`config.mk`:
```
export PLATFORM = sky130hd
export DESIGN_NAME = mac_accumulator
export DESIGN_NICKNAME = d
export VERILOG_FILES = /design/src/rtl/mac_pkg.sv /design/src/rtl/mac_mult_stage.sv /design/src/rtl/mac_accumulator.sv
export SDC_FILE = /design/constraint.sdc
export NUM_CORES = 1
export LEC_CHECK = 0
export ABC_AREA = 1
export BUFFER_PORTS_ARGS = -buffer_cell sky130_fd_sc_hd__buf_2
export CELL_PAD_IN_SITES_DETAIL_PLACEMENT = 1
export CELL_PAD_IN_SITES_GLOBAL_PLACEMENT = 1
export CORE_ASPECT_RATIO = 0.7
export CORE_MARGIN = 5
export CORE_UTILIZATION = 48
export DETAILED_ROUTE_END_ITERATION = 10
export PLACE_DENSITY_LB_ADDON = 0.3
export REMOVE_ABC_BUFFERS = 1
export SYNTH_ARGS = -nofsm -noshare
export SYNTH_HDL_FRONTEND = slang
export SYNTH_SLANG_ARGS = --single-unit
```
`constraint.sdc`:
```
create_clock -name clk -period 3.7 [get_ports clk]
set_input_delay 0.555 -clock clk [delete_from_list [all_inputs] [get_ports clk]]
set_output_delay 0.555 -clock clk [all_outputs]
set_load 0.005 [all_outputs]
```
`src/rtl/mac_pkg.sv`:
```
// Shared types and default widths for the multiply-accumulate path.
// The default widths describe the 12x12 multiplier feeding a 32-bit accumulator.
package mac_pkg;

  localparam int unsigned DEF_IN_W   = 12;
  localparam int unsigned DEF_PROD_W = 2 * DEF_IN_W;
  localparam int unsigned DEF_ACC_W  = 32;
  localparam int unsigned DEF_BURST  = 8;

  typedef enum logic {
    ST_ACC,
    ST_HOLD
  } mac_state_e;

  // Counter width that can still represent the value BURST itself.
  function automatic int unsigned cnt_width(input int unsigned burst);
    return $clog2(burst + 1);
  endfunction

endpackage

```
`src/rtl/mac_mult_stage.sv`:
```
// Registered unsigned multiply with a valid bit.
// The product register holds its value when no beat is accepted; only the valid bit drops.
module mac_mult_stage
  import mac_pkg::*;
#(
  parameter int unsigned IN_W   = DEF_IN_W,
  parameter int unsigned PROD_W = 2 * IN_W
) (
  input  logic              clk,
  input  logic              rst_n,
  input  logic              clear,
  input  logic              beat,
  input  logic [IN_W-1:0]   a,
  input  logic [IN_W-1:0]   b,
  output logic [PROD_W-1:0] p,
  output logic              p_valid
);

  logic [PROD_W-1:0] p_d, p_q;
  logic              p_valid_d, p_valid_q;

  always_comb begin
    p_d       = p_q;
    p_valid_d = 1'b0;
    if (beat && !clear) begin
      p_d       = PROD_W'(a) * PROD_W'(b);
      p_valid_d = 1'b1;
    end
  end

  always_ff @(posedge clk or negedge rst_n) begin
    if (!rst_n) begin
      p_q       <= '0;
      p_valid_q <= 1'b0;
    end else begin
      p_q       <= p_d;
      p_valid_q <= p_valid_d;
    end
  end

  assign p       = p_q;
  assign p_valid = p_valid_q;

endmodule

```
`src/rtl/mac_accumulator.sv`:
```
// Accumulates BURST products from the multiply stage and hands the sum out
// over valid/ready with a sticky carry-out flag.
module mac_accumulator
  import mac_pkg::*;
#(
  parameter int unsigned IN_W   = DEF_IN_W,
  parameter int unsigned PROD_W = 2 * IN_W,
  parameter int unsigned ACC_W  = DEF_ACC_W,
  parameter int unsigned BURST  = DEF_BURST
) (
  input  logic             clk,
  input  logic             rst_n,
  input  logic             clear,
  input  logic             in_valid,
  output logic             in_ready,
  input  logic [IN_W-1:0]  in_a,
  input  logic [IN_W-1:0]  in_b,
  output logic             out_valid,
  input  logic             out_ready,
  output logic [ACC_W-1:0] out_sum,
  output logic             out_ovf
);

  localparam int unsigned CNT_W = cnt_width(BURST);
  localparam int unsigned SUM_W = ACC_W + 1;
  localparam logic [CNT_W-1:0] BURST_C = CNT_W'(BURST);
  localparam logic [CNT_W-1:0] ONE_C   = CNT_W'(1);

  if (PROD_W != 2 * IN_W) begin : g_bad_prod_w
    $error("mac_accumulator: PROD_W must equal 2*IN_W");
  end
  if (ACC_W < PROD_W) begin : g_bad_acc_w
    $error("mac_accumulator: ACC_W must be >= PROD_W");
  end
  if (BURST < 1) begin : g_bad_burst
    $error("mac_accumulator: BURST must be >= 1");
  end

  mac_state_e        state_d, state_q;
  logic              out_valid_d, out_valid_q;
  logic [ACC_W-1:0]  acc_d, acc_q;
  logic              ovf_d, ovf_q;
  logic [CNT_W-1:0]  cnt_in_d, cnt_in_q;
  logic [CNT_W-1:0]  cnt_acc_d, cnt_acc_q;
  logic [SUM_W-1:0]  sum_ext;
  logic [PROD_W-1:0] prod;
  logic              prod_valid;
  logic              beat;
  logic              handshake;

  // Ready is forced low while reset is held so no beat is promised during reset.
  assign in_ready  = rst_n && (state_q == ST_ACC) && (cnt_in_q < BURST_C) && !clear;
  assign beat      = in_valid && in_ready;
  assign handshake = out_valid_q && out_ready;

  mac_mult_stage #(
    .IN_W  (IN_W),
    .PROD_W(PROD_W)
  ) u_mult (
    .clk    (clk),
    .rst_n  (rst_n),
    .clear  (clear),
    .beat   (beat),
    .a      (in_a),
    .b      (in_b),
    .p      (prod),
    .p_valid(prod_valid)
  );

  always_comb begin
    state_d     = state_q;
    out_valid_d = out_valid_q;
    acc_d       = acc_q;
    ovf_d       = ovf_q;
    cnt_in_d    = cnt_in_q;
    cnt_acc_d   = cnt_acc_q;
    sum_ext     = {1'b0, acc_q} + SUM_W'(prod);

    if (clear) begin
      state_d     = ST_ACC;
      out_valid_d = 1'b0;
      acc_d       = '0;
      ovf_d       = 1'b0;
      cnt_in_d    = '0;
      cnt_acc_d   = '0;
    end else begin
      if (beat) begin
        cnt_in_d = cnt_in_q + ONE_C;
      end
      case (state_q)
        ST_ACC: begin
          out_valid_d = 1'b0;
          if (prod_valid) begin
            acc_d     = sum_ext[ACC_W-1:0];
            ovf_d     = ovf_q | sum_ext[ACC_W];
            cnt_acc_d = cnt_acc_q + ONE_C;
            if (cnt_acc_q == BURST_C - ONE_C) begin
              state_d = ST_HOLD;
            end
          end
        end
        ST_HOLD: begin
          // out_valid trails the state by one edge, giving the two-edge result latency.
          out_valid_d = 1'b1;
          if (handshake) begin
            state_d     = ST_ACC;
            out_valid_d = 1'b0;
            acc_d       = '0;
            ovf_d       = 1'b0;
            cnt_in_d    = '0;
            cnt_acc_d   = '0;
          end
        end
        default: state_d = ST_ACC;
      endcase
    end
  end

  always_ff @(posedge clk or negedge rst_n) begin
    if (!rst_n) begin
      state_q     <= ST_ACC;
      out_valid_q <= 1'b0;
      acc_q       <= '0;
      ovf_q       <= 1'b0;
      cnt_in_q    <= '0;
      cnt_acc_q   <= '0;
    end else begin
      state_q     <= state_d;
      out_valid_q <= out_valid_d;
      acc_q       <= acc_d;
      ovf_q       <= ovf_d;
      cnt_in_q    <= cnt_in_d;
      cnt_acc_q   <= cnt_acc_d;
    end
  end

  assign out_valid = out_valid_q;
  assign out_sum   = acc_q;
  assign out_ovf   = ovf_q;

endmodule

```
Word level (Yosys, flattened, before mapping)
Index checks and enable logic that the tools add are counted.
{"block": "word_totals", "ff_bits": 68, "inputBits": 29, "out_inout_bits": 35, "word_cells": 50}
{"block": "op_classes", "n_addsub": 3, "n_mul": 1, "order_cmp": 1, "eq_ne": 3, "muxes": 24, "bitwise": 2, "n_reduce_logical": 8}
{"op": "$mux 32", "count": 3}
{"op": "$pmux 32 s2", "count": 1}
{"op": "$add 32x24->33", "count": 1}
{"op": "$mux 4", "count": 7}
{"op": "$mul 12x12->24", "count": 1}
{"op": "$mux 1", "count": 9}
{"op": "$add 4x1->4 const B", "count": 2}
{"op": "$pmux 4 s2", "count": 1}
{"op": "$logic_and 1x1->1", "count": 6}
{"op": "$ne 3x2->1 const B", "count": 2}
{"op": "$pmux 1 s2", "count": 3}
{"op": "$eq 4x3->1 const B", "count": 1}
{"op": "$lt 4x4->1 const B", "count": 1}
{"op": "$reduce_and 2->1", "count": 1}
{"op": "$logic_not 1->1", "count": 1}
{"op": "$not 1->1", "count": 1}
{"op": "$or 1x1->1", "count": 1}

Logic depth before layout (Yosys ltp)
{"block": "depth", "word_depth": 9, "ltp_mapped": 22, "ltp_nobuf": 21}

Hierarchy
A second synthesis with hierarchy kept.
{"block": "unflattened", "hier_cells": 1452, "hier_area_um2": 9770.6}
{"module": "mac_mult_stage", "n_inst": 1, "cells_per_inst": 811, "area_each_um2": 5944.5, "seq_area_each_um2": 625.6}
{"module": "mac_accumulator", "n_inst": 1, "cells_per_inst": 641, "area_each_um2": 3826.2, "seq_area_each_um2": 1076.0}

Least setup slack after synthesis
OpenSTA, ideal clock, no wires.
{"block": "synth_timing", "path_type": "in2reg", "start": "input port in_a[0]", "end": "register u_mult.p_q[22], in the netlist u_mult.p[22]", "setup_time_ps": 117, "t_arrival_ps": 4669, "required_time_ps": 3583, "setup_slack_ps": -1086, "path_stages": 20, "path_buffers": 1, "cell_sequence": "clkbuf_1 > nand2_1 > fa_1 > fa_1 > inv_1 > fa_1 > fa_1 > inv_1 > fa_1 > inv_1 > ha_1 > inv_1 > o21ai_0 > a21oi_1 > nand3_1 > nand2_1 > nand2_1 > nand2_1 > nand3_1 > nand2_1"}
{"block": "synth_between", "elab_chain_cells": 1}
{"element": "start, declared", "line": "mac_accumulator.sv:16", "text": "input logic [IN_W-1:0] in_a,"}
{"element": "$mul 12x12->24", "line": "mac_mult_stage.sv:26", "text": "p_d = PROD_W'(a) * PROD_W'(b);"}
{"element": "end signal, assigned", "line": "mac_mult_stage.sv:36", "text": "p_q <= p_d;"}
{"element": "end, declared", "line": "mac_mult_stage.sv:19", "text": "logic [PROD_W-1:0] p_d, p_q;"}
Every way passes these cells.
A chain may end at the register's enable or synchronous reset.

Worst setup path after layout
{"block": "layout_timing", "start": "input port in_a[7]", "end": "register u_mult.p_q[20], in the netlist u_mult.p[20]"}
The elaborated chain is that of the path after synthesis.

==> metrics.txt <==
number of top-level design ports=64; number of buffer cells added on primary ports=63; post-synthesis instance area=0.00956 sq mm; worst supply voltage drop on vdd=0.683 mV; y dimension of the die=128 um; minimum setup slack in the final design=-1.15 ns; overall fraction of global-route tracks in use=36.0%; Final Setup Violations=18; Max H-tree Level=3; synthesized area per cell=6.95 sq um; utilization after layout=62.9%; total of hold buffers inserted after clock tree synthesis=0; ratio of cells with drive above 1 in the final layout=26.4%; status=finished with violations; clock buffers created by TritonCTS=9; net count reported at finish=1746; detailed placer's ending HPWL=25.8 mm; count of filler cells inserted in the layout=2478; num rows=43; min-delay worst type=input port to async pin; worst-case setup slack after placement=-1.45 ns; largest net degree at the start of global routing=69; number of global-route vias before repair=11500; worst clock skew on the final layout=0.0149 ns; vias per cell=6.32; total overflow reported by the global router=0; total count of hold-check failures in the final report=0; final antenna diode count=0; actual transition at the worst max-transition pin=0.982 ns; Routed wire per std cell=27.9 um; Critical Path Fanout Max=7; setup repair after global routing missed its margin=yes; final routed DRC violation total=0; Max-Cap Viols=0; Slew Limit Fails=0; Clock Root Buffer=sky130_fd_sc_hd__clkbuf_16; count of synthesis-stage warnings from yosys=0; maximum buffer depth of the clock tree=2; Clock Pin Slew Worst Setup and Hold Paths=0.07 ns; min cycle time layout=4.85 ns; TritonCTS clock tree=built; FF-to-FF setup slack=0.94 ns; worst endpoint required time=3.95 ns; cells after synthesis=1376; aggregate routed wire length=50.3 mm; later-pin clock latency in the skew report=0.36 ns; number of search-and-repair iterations in the first detailed-routing pass=6; Final Hold Slack=0.472 ns; Rel. slew slack=34.5%; growth of design area from synthesis to finish=29.6%; type of origin of the critical path=input port; vias after detailed routing=11400; Die Wd=179 um; classification of the worst setup path=input port to register; CP Capture Type=register; Seq cells post-synth=68; CTS sink cnt=68; Core Footprint=0.0197 sq mm; remaining antenna violation count=0; violation count after the first detailed-routing iteration=1289; power density cells=956 mW/mm^2; first-pass GRT wire length=63.5 mm; count of distinct cell types in the synthesized netlist=43; failing checks=setup timing; sequential share of the synthesized area=17.8%; initial antenna violation count=1; Static Leakage=7.08 nW; gp weighted congestion=0.938; final cycle utilization of the critical path=131%; floorplan die area=0.0229 sq mm; starting density of the core=48.6%; FMAX=0.206 GHz; crit path DAT=5.10 ns
## cell usage after synthesis (all sizes together)
| library cell | number | area, sq um |
|---|---|---|
| o31ai | 1 | 7.51 |
| a32o | 3 | 30.0 |
| nand3 | 59 | 310 |
| nor2 | 74 | 308 |
| a21oi | 59 | 307 |
| o41ai | 1 | 8.76 |
| clkinv | 3 | 11.3 |
| nand4 | 4 | 25.0 |
| inv | 309 | 1160 |
| o21bai | 1 | 7.51 |
| a21o | 1 | 7.51 |
| and2 | 2 | 12.5 |
| clkbuf | 26 | 97.6 |
| a41oi | 1 | 8.76 |
| ha | 88 | 1100 |
| fa | 101 | 2020 |
| dfrtp | 68 | 1700 |
| a22o | 2 | 17.5 |
| a21boi | 1 | 7.51 |
| nand3b | 7 | 52.6 |
| o21a | 1 | 7.51 |
| o21ai | 44 | 224 |
| xnor2 | 5 | 43.8 |
| nor4 | 1 | 6.26 |
| xor2 | 8 | 70.1 |
| nand2 | 479 | 1840 |
| nor3 | 11 | 60.1 |
| or2 | 5 | 33.8 |
| nor2b | 2 | 12.5 |
| buf | 9 | 61.3 |
## per-layer routing
layer	vias to the layer above	routed length, um	track usage, %
li1	4428	-	-
met1	5569	17500	44.8
met2	971	22500	60.0
met3	417	5730	8.37
met4	2	4530	16.1
met5	-	13	0
## worst max-delay path, stage by stage
cell and delay, ns:
sky130_fd_sc_hd__buf_12 0.12, sky130_fd_sc_hd__buf_4 0.15, sky130_fd_sc_hd__nand2_1 0.09, sky130_fd_sc_hd__inv_1 0.08
sky130_fd_sc_hd__fa_1 0.53, sky130_fd_sc_hd__inv_1 0.06, sky130_fd_sc_hd__fa_1 0.57, sky130_fd_sc_hd__inv_1 0.07
sky130_fd_sc_hd__fa_1 0.50, sky130_fd_sc_hd__fa_1 0.67, sky130_fd_sc_hd__ha_4 0.25, sky130_fd_sc_hd__ha_4 0.30
sky130_fd_sc_hd__buf_4 0.11, sky130_fd_sc_hd__nand2_1 0.13, sky130_fd_sc_hd__nor2_1 0.34, sky130_fd_sc_hd__nand3_2 0.18
sky130_fd_sc_hd__nand2_1 0.14, sky130_fd_sc_hd__nand2_1 0.10, sky130_fd_sc_hd__nand3_1 0.09, sky130_fd_sc_hd__nand2_1 0.06
## final timing paths
path,startpoint,to,cells past startpoint
min reg2reg,out_sum[21]$_DFFE_PN0P_,out_sum[21]$_DFFE_PN0P_,2
min in group clk,out_sum[21]$_DFFE_PN0P_,out_sum[21]$_DFFE_PN0P_,2
max,in_a[7],u_mult.p[20]$_DFFE_PN0P_,20
min,rst_n,cnt_acc_q[0]$_DFFE_PN0P_,2
max in group asynchronous,rst_n,out_sum[23]$_DFFE_PN0P_,2
max reg2reg,out_sum[10]$_DFFE_PN0P_,out_sum[21]$_DFFE_PN0P_,11
## flip-flops by register name (all words and copies together) (netlist names)
name,cells
out_sum,32
u_mult.p_valid,1
cnt_acc_q,4
cnt_in_q,4
u_mult.p,24
out_ovf,1
out_valid,1
state_q,1
## cell usage in the layout, fill, tap and decap left out, drive strengths merged, types with 11 or more instances in the layout
cell / synthesis / routed
nand2: 479 / 479
inv: 309 / 310
buf: 9 / 176
fa: 101 / 101
ha: 88 / 88
nor2: 74 / 74
dfrtp: 68 / 68
nand3: 59 / 59
a21oi: 59 / 59
o21ai: 44 / 44
nor3: 11 / 11
## timing repair
| action | in CTS | in global routing |
|---|---|---|
| endpoints found under the setup margin | 18 | 18 |
| resized for setup | 165 | 152 |
| hold endpoints to repair | 0 | 0 |
| setup buffers | 12 | 13 |
| cloned | 0 | 0 |
| pin swaps | 83 | 67 |
## logic make-up after synthesis
family / count (synthesis) / share of synthesized area (%)
buf+inv: 347 / 13.9
compound gates: 115 / 6.62
flops: 68 / 17.8
simple gates: 644 / 27.8
xor+xnor: 13 / 1.19
fa+ha+maj: 189 / 32.7
## final cells by class
cell class	count	area [sq um]	area share, %
clock inverter	6	88.8	0.717
tap	270	338	2.73
inverter	312	1170	9.47
multi-input combinational	961	7380	59.6
sequential	68	1700	13.7
timing repair buffer	176	1480	12.0
clock buffer	9	225	1.82
## power breakdown
part           total, mW  switching (mW)  internal (mW)
clock              0.995           0.406          0.589
combinational       9.82            5.96           3.86
sequential          1.03           0.154          0.881
total               11.9            6.52           5.33
## stage by stage
| step | power (mW) | setup TNS (ns) | instances | cell area, sq um |
|---|---|---|---|---|
| finish | 11.9 | -15.20 | 1802 | 12400 |
| global route | 12.1 | -16.46 | 1802 | 12400 |
| CTS | 9.13 | -9.73 | 1789 | 11800 |
| detailed placement | 6.48 | -22.27 | 1762 | 10700 |
| global placement | 6.20 | -20.01 | 1762 | 10700 |
| floorplan | 4.31 | -10.63 | 1341 | 9400 |
Power figures use the tool's default switching activity.
